==> config.mk <==
export PLATFORM = sky130hd
export DESIGN_NAME = decode_stage_param
export DESIGN_NICKNAME = d
export VERILOG_FILES = /design/src/rtl/decode_stage_param.sv
export SDC_FILE = /design/constraint.sdc
export NUM_CORES = 2
export LEC_CHECK = 0
export BUFFER_PORTS_ARGS = -buffer_cell sky130_fd_sc_hd__buf_2
export CORE_MARGIN = 1.5
export CORE_UTILIZATION = 55
export DETAILED_ROUTE_END_ITERATION = 7
export MAX_ROUTING_LAYER = met4
export PLACE_DENSITY = 0.72
export REMOVE_ABC_BUFFERS = 1
export SYNTH_ARGS = -nofsm -noshare
export SYNTH_HDL_FRONTEND = slang
export SYNTH_SLANG_ARGS = --single-unit
==> constraint.sdc <==
create_clock -name clk -period 5.8 [get_ports clk]
set_input_delay 1.16 -clock clk [delete_from_list [all_inputs] [get_ports clk]]
set_output_delay 1.16 -clock clk [all_outputs]
set_load 0.01 [all_outputs]
==> src/rtl/decode_stage_param.sv <==
// decode_stage_param
// IF/ID pipeline register, integer register file and RV immediate generator.
// Generic in data width and register count. Reads are combinational with an
// optional write-first bypass from the writeback stage. Index 0 is hard-wired
// to zero. Any index at or above NUM_REGS reads as zero, and writes to such
// an index are dropped.

module decode_stage_param #(
  parameter int          XLEN         = 32,
  parameter int          NUM_REGS     = 32,
  parameter bit          WRITE_BYPASS = 1'b1,
  parameter logic [31:0] NOP_INSTR    = 32'h0000_0013
) (
  input  logic            clk,
  input  logic            reset_n,
  input  logic [XLEN-1:0] pc_fetch,
  input  logic [XLEN-1:0] pc_plus4_fetch,
  input  logic [31:0]     instruction_fetch,
  input  logic            valid_fetch,
  input  logic            flush_decode,
  input  logic            stall_decode,
  input  logic [2:0]      imm_src_decode,
  input  logic            reg_write_enable_writeback,
  input  logic [4:0]      write_register_writeback,
  input  logic [XLEN-1:0] write_data_writeback,
  output logic [31:0]     instruction_decode,
  output logic [XLEN-1:0] pc_decode,
  output logic [XLEN-1:0] pc_plus4_decode,
  output logic            valid_decode,
  output logic [4:0]      rs1_decode,
  output logic [4:0]      rs2_decode,
  output logic [4:0]      rd_decode,
  output logic [XLEN-1:0] read_data1_decode,
  output logic [XLEN-1:0] read_data2_decode,
  output logic [XLEN-1:0] immediate_extended_decode
);

  // Storage is indexed with only as many bits as the register count needs.
  // The 5-bit architectural index is range-checked before it is narrowed.
  localparam int         IDX_W      = (NUM_REGS > 1) ? $clog2(NUM_REGS) : 1;
  localparam logic [5:0] NUM_REGS_W = 6'(NUM_REGS);

  localparam logic [2:0] IMM_I = 3'b000;
  localparam logic [2:0] IMM_S = 3'b001;
  localparam logic [2:0] IMM_B = 3'b010;
  localparam logic [2:0] IMM_U = 3'b011;
  localparam logic [2:0] IMM_J = 3'b100;

  logic [31:0]     r_instr;
  logic [XLEN-1:0] r_pc;
  logic [XLEN-1:0] r_pcPlus4;
  logic            r_valid;
  logic [XLEN-1:0] r_regs [NUM_REGS];

  logic [4:0]      w_rs1;
  logic [4:0]      w_rs2;
  logic [4:0]      w_rd;
  logic            w_rs1InRange;
  logic            w_rs2InRange;
  logic            w_writeInRange;
  logic            w_writeEn;
  logic [IDX_W-1:0] w_writeIdx;
  logic [XLEN-1:0] w_readData1;
  logic [XLEN-1:0] w_readData2;
  logic [31:0]     w_imm32;

  // Decode register: reset and flush both insert a NOP bubble; flush beats stall.
  always_ff @(posedge clk or negedge reset_n) begin
    if (!reset_n) begin
      r_instr   <= NOP_INSTR;
      r_pc      <= '0;
      r_pcPlus4 <= '0;
      r_valid   <= 1'b0;
    end else if (flush_decode) begin
      r_instr   <= NOP_INSTR;
      r_pc      <= '0;
      r_pcPlus4 <= '0;
      r_valid   <= 1'b0;
    end else if (!stall_decode) begin
      r_instr   <= instruction_fetch;
      r_pc      <= pc_fetch;
      r_pcPlus4 <= pc_plus4_fetch;
      r_valid   <= valid_fetch;
    end
  end

  assign w_rs1 = r_instr[19:15];
  assign w_rs2 = r_instr[24:20];
  assign w_rd  = r_instr[11:7];

  assign w_rs1InRange   = ({1'b0, w_rs1} < NUM_REGS_W);
  assign w_rs2InRange   = ({1'b0, w_rs2} < NUM_REGS_W);
  assign w_writeInRange = ({1'b0, write_register_writeback} < NUM_REGS_W);

  // Writes go through regardless of stall or flush; x0 and out-of-range
  // indices never commit.
  assign w_writeEn  = reg_write_enable_writeback &&
                      (write_register_writeback != 5'd0) && w_writeInRange;
  assign w_writeIdx = write_register_writeback[IDX_W-1:0];

  // Register file storage, fully cleared by the asynchronous reset.
  always_ff @(posedge clk or negedge reset_n) begin
    if (!reset_n) begin
      for (int i = 0; i < NUM_REGS; i++) begin
        r_regs[i] <= '0;
      end
    end else if (w_writeEn) begin
      r_regs[w_writeIdx] <= write_data_writeback;
    end
  end

  // Combinational read ports. A committing writeback to the same register
  // overrides the stored value when the bypass is enabled.
  always_comb begin
    w_readData1 = '0;
    w_readData2 = '0;
    if ((w_rs1 != 5'd0) && w_rs1InRange) begin
      w_readData1 = r_regs[w_rs1[IDX_W-1:0]];
    end
    if ((w_rs2 != 5'd0) && w_rs2InRange) begin
      w_readData2 = r_regs[w_rs2[IDX_W-1:0]];
    end
    if (WRITE_BYPASS && w_writeEn && (write_register_writeback == w_rs1)) begin
      w_readData1 = write_data_writeback;
    end
    if (WRITE_BYPASS && w_writeEn && (write_register_writeback == w_rs2)) begin
      w_readData2 = write_data_writeback;
    end
  end

  // Immediate assembly at 32 bits. Every format takes its sign from bit 31,
  // so widening to XLEN afterwards is a single replication.
  always_comb begin
    w_imm32 = '0;
    case (imm_src_decode)
      IMM_I:   w_imm32 = {{20{r_instr[31]}}, r_instr[31:20]};
      IMM_S:   w_imm32 = {{20{r_instr[31]}}, r_instr[31:25], r_instr[11:7]};
      IMM_B:   w_imm32 = {{19{r_instr[31]}}, r_instr[31], r_instr[7],
                          r_instr[30:25], r_instr[11:8], 1'b0};
      IMM_U:   w_imm32 = {r_instr[31:12], 12'b0};
      IMM_J:   w_imm32 = {{11{r_instr[31]}}, r_instr[31], r_instr[19:12],
                          r_instr[20], r_instr[30:21], 1'b0};
      default: w_imm32 = '0;
    endcase
  end

  if (XLEN > 32) begin : g_immWide
    assign immediate_extended_decode = {{(XLEN-32){w_imm32[31]}}, w_imm32};
  end else begin : g_immNarrow
    assign immediate_extended_decode = w_imm32[XLEN-1:0];
  end

  assign instruction_decode = r_instr;
  assign pc_decode          = r_pc;
  assign pc_plus4_decode    = r_pcPlus4;
  assign valid_decode       = r_valid;
  assign rs1_decode         = w_rs1;
  assign rs2_decode         = w_rs2;
  assign rd_decode          = w_rd;
  assign read_data1_decode  = w_readData1;
  assign read_data2_decode  = w_readData2;

endmodule

### Word-level counts from Yosys, hierarchy flattened

Index checks and enable logic that the tools add are counted.

* register bits after elaboration: 1121
* input bits: 142
* output and inout port bits: 208
* logic and storage cells: 80

* magnitude comparators: 4
* eq/ne operators: 7
* mux-type cells: 22
* bitwise gates (word level): 3
* reduce and logical (&&, ||, !) cells: 8

Operator list (number)
* $bwmux W1024: 1
* $mux W32: 15
* $bmux W32 S5: 2
* $demux W32 S5: 1
* $pmux W32 S5: 1
* $ge A6 B6 Y1 const B: 3
* $not A5 Y6: 3
* $reduce_bool A5 Y1: 3
* $eq A5 B5 Y1: 2
* $eq A3 B2 Y1 const B: 2
* $lt A6 B1 Y1 const B: 1
* $logic_and A1 B1 Y1: 4
* $eq A3 B1 Y1 const B: 1
* $eq A3 B3 Y1 const B: 1
* $logic_not A3 Y1: 1
* $mux W1: 2
* $ne A2 B2 Y1 const B: 1

### Longest topological paths before layout

* depth after elaboration: 6
* depth in mapped cells: 10
* gate-level depth less buffers: 5

### Worst setup path before layout

Ideal clock, no wire load.

* kind: input to output
* start point: input write_register_writeback[4]
* end point: output read_data2_decode[0]
* arrival: 2.554 ns
* required time: 4.640 ns
* path slack: 2.086 ns
* stages: 7
* buffers on the path: 2
* cell sequence: buf_2 nor3_2 a21bo_2 nor4_4 a21oi_1 buf_2 a32o_1

* cells in the longest elaborated chain, start to end: 4

Ends and longest elaborated chain
* start: declaration: line 24 `input logic [4:0] write_register_writeback,`
* $reduce_bool A5 Y1: line 98 `(write_register_writeback != 5'd0) && w_writeInRange;`
* $logic_and A1 B1 Y1: line 97 `assign w_writeEn = reg_write_enable_writeback &&`
* $logic_and A1 B1 Y1 (*): line 126 `if (WRITE_BYPASS && w_writeEn && (write_register_writeback == w_rs2)) begin`
* $mux W32 (*): line 126
* end: declaration: line 34 `output logic [XLEN-1:0] read_data2_decode,`

Mark *: on every way between the ends. The rest lies on a longest branch, timed or not.

### Worst setup path after layout

* start point: register r_instr[18] (netlist: instruction_decode[18])
* end point: output read_data1_decode[17]

* cells in the longest elaborated chain, start to end: 6

Ends and longest elaborated chain
* start: declaration: line 49 `logic [31:0] r_instr;`
* start signal: assignment: line 80 `r_instr <= instruction_fetch;`
* $not A5 Y6 (implied by the code): line 118 `w_readData1 = r_regs[w_rs1[IDX_W-1:0]];`
* $bmux W32 S5: line 118
* $mux W32 (implied by the code) (2 in series): line 118
* $mux W32: line 117 `if ((w_rs1 != 5'd0) && w_rs1InRange) begin`
* $mux W32 (*): line 123 `if (WRITE_BYPASS && w_writeEn && (write_register_writeback == w_rs1)) begin`
* end: declaration: line 33 `output logic [XLEN-1:0] read_data1_decode,`

Mark *: on every way between the ends. The rest lies on a longest branch, timed or not. The select of a mux whose other input is x is not followed.

==> impl_metrics.tcl <==
set metrics [dict create \
    insertion_delay_ps 720 \
    pwr-share-comb_pct 19.4 \
    r2r_start "instruction_decode[21]" \
    synth.distinct_cells 47 \
    hold_buffers 0 \
    grt_pass1_wl_um 272000 \
    cp-startpoint "instruction_decode[18]" \
    dieArea_um2 110000 \
    ys_seq_elements 1121 \
    antenna_found_initial 5 \
    placed_area_um2 62100 \
    avgSynthCellArea_um2 13.8 \
    rows 120 \
    clkTransAtPathRegs_ps 60 \
    hp-class "reg2reg" \
    drt_pass1_iterations 5 \
    numCtsBuffers 120 \
    p_sw_share_pct 27.9 \
    maxCapViolCount 0 \
    cts_resized 0 \
    utilization_pct 61.8 \
    dp.final_hpwl_um 108000 \
    critPathCaptureType "output pin" \
    period_minus_slack_ps 5210 \
    ir_drop_mv 0.314 \
    slew_viol_final 0 \
    setup_viol 0 \
    detail_route.iter0.violations 4087 \
    cts_tree "yes" \
    powerDensity_nw_per_um2 343 \
    hold_viol_final 0 \
    cellLeakagePower_uw 0.0288 \
    clock-root-buffer "clkbuf_16" \
    clkPwrFrac_pct 35.2 \
    via_per_inst 6.79 \
    track_usage_pct 34.0 \
    netlist_area_um2 59400 \
    initial_core_util_pct 55.5 \
    final_nets 4552 \
    vias 40200 \
    synth.yosys.seq_area_share_pct 47.2 \
    die_h_um 332 \
    grt_max_degree 159 \
    core_um2 107000 \
    final_area_um2 66200 \
    hold_start "r_regs[1013]" \
    arrival_ps 4050 \
    cts_setup_buffers 0 \
    cts_max_level 3 \
    fmax_ghz 0.192 \
    wl_per_cell_um 30.8 \
    clkSinkCount 1121 \
    layout_commonest_cell "dfrtp_1" \
    final_cell_mix "dfrtp_1, mux2_2, mux2i_1" \
    final_antenna_net_count 0 \
    p_seq_share_pct 45.4 \
    yosys_warnings 0 \
    p_int_uw 16400 \
    path_max_fanout 18 \
    slew_headroom_pct 10.1 \
    critical_path_class "reg2out" \
    io_pins 350 \
    status "finished, final reports clean" \
    fin_crit_sh_pct 89.9 \
    areaGrowthSynthToFinish_pct 11.4 \
    drt_wl_total_um 182000 \
    gr-total-overflow 0 \
    grt_pass1_vias 41000 \
    route.detailed.drc 0 \
    tightest_slew_ps 1340 \
    die_w_um 332 \
    finClkSkew_ps 0 \
    io_buffers 349 \
    rsz0062_at_grt "false" \
    clock_path_buffers 3 \
    start_kind "flip-flop" \
    required_ps 4640 \
    globalplace.congestion 0.877 \
    p_switching_uw 6330 \
    syn_inst 4314 \
    drive_gt1_share_pct 45.3 \
]
worst paths after layout:
| check | to | slack [ps] | cells after the start |
|---|---|---|---|
| setup / recovery | read_data1_decode[17] | 590 | 7 |
| hold reg to reg | r_regs[1013] | 390 | 0 |
| max in group asynchronous | r_regs[976] | 3890 | 2 |
| hold / removal | r_regs[1013] | 390 | 0 |
| min in group asynchronous | r_regs[170] | 460 | 1 |
| setup reg to reg | instruction_decode[21] | 3830 | 3 |
cell families (layout without fill, tap and decap cells):
kind of cell           Yosys count  in the layout  share of synthesized area (%)
multiplexers                  1831           1831                           39.8
flip-flops                    1121           1121                           47.2
buffers and inverters          498            696                           4.02
AO/OA/AOI/OAI                  469            469                           5.82
AND/OR/NAND/NOR                385            385                           2.99
XOR/XNOR                        10             10                          0.147
other                            0              6                              0
stage by stage:
step / cells / power [uW] / hold slack [ps] / setup slack, ps / TNS (ps)
after floorplan: 3818 / 13500 / 365 / -10040 / -683130
after global placement: 5691 / 14600 / 377 / 1150 / 0
after detailed placement: 5691 / 14800 / 383 / 1090 / 0
after CTS: 5915 / 22700 / 397 / 734 / 0
after global routing: 5919 / 23600 / 409 / 633 / 0
final: 5921 / 22700 / 394 / 586 / 0
registers in the layout, summed over array words and instances, names as in the netlist:
register / cells
r_regs: 1024
pc_plus4_decode: 32
valid_decode: 1
pc_decode: 32
instruction_decode: 32
metal layers:
metal / routed length [um] / part of all wire, % / vias to the layer above / track usage (%)
met3: 14800 / 8.1 / 452 / 6.57
met2: 86100 / 47 / 1902 / 52.7
li1: - / - / 16600 / -
met1: 73400 / 40 / 21300 / 44.4
met4: 7990 / 4.4 / 0 / 13.6
met5: 0 / 0 / - / -
power groups by stage:
stage | clock, uW | combinational, uW | sequential (uW)
2_1_floorplan | 0 | 3330 | 10200
3_3_place_gp | 0 | 4280 | 10300
3_5_place_dp | 0 | 4370 | 10400
4_1_cts | 8050 | 4390 | 10300
5_1_grt | 8390 | 4710 | 10500
6_report | 7980 | 4400 | 10300
final cells by class:
type                            count  area, um^2
Sequential cell                  1121       28100
Multi-Input combinational cell   2695       29200
Clock buffer                      174        3580
Fill cell                        8170       40900
Clock inverter                     50         538
Antenna cell                        6        15.0
Inverter                            2        8.76
Tap cell                         1403        1760
Timing Repair Buffer              470        2990
critical path, cell delays in order (launching register included):
cell     delay (ps)
dfrtp_2         660
buf_4           460
nor2_1          100
buf_4           300
a21oi_4        1020
buf_4           410
a32o_1          210
buf_2           130
synth_stat cells, drive strengths merged:
cell | number | share of area [%]
xnor2 | 8 | 0.12
a21o | 11 | 0.14
clkbuf | 234 | 1.5
o22ai | 101 | 1.1
inv | 1 | 0.0063
a21bo | 1 | 0.017
a221oi | 6 | 0.088
nand2b | 8 | 0.084
nor4 | 1 | 0.036
nand3b | 4 | 0.051
nor2b | 22 | 0.23
dfrtp | 1118 | 47
a21oi | 25 | 0.21
and3 | 1 | 0.011
nand3 | 82 | 0.69
buf | 262 | 2.5
nand4 | 17 | 0.18
and2 | 6 | 0.063
mux4 | 327 | 12
mux2i | 510 | 8.6
or2 | 1 | 0.011
nand2 | 66 | 0.42
o211ai | 59 | 0.75
a22o | 17 | 0.25
or3 | 1 | 0.011
dfstp | 3 | 0.13
nor2 | 165 | 1.1
mux2 | 994 | 19
o221ai | 12 | 0.18
o21ai | 16 | 0.13
xor2 | 2 | 0.029
a22oi | 171 | 2.2
clkinv | 1 | 0.0063
a32o | 47 | 0.79
or3b | 1 | 0.015
a211o | 3 | 0.044
nor3b | 4 | 0.051
and3b | 1 | 0.015
nor3 | 5 | 0.059
No activity file was read; power rests on OpenSTA's default activity.
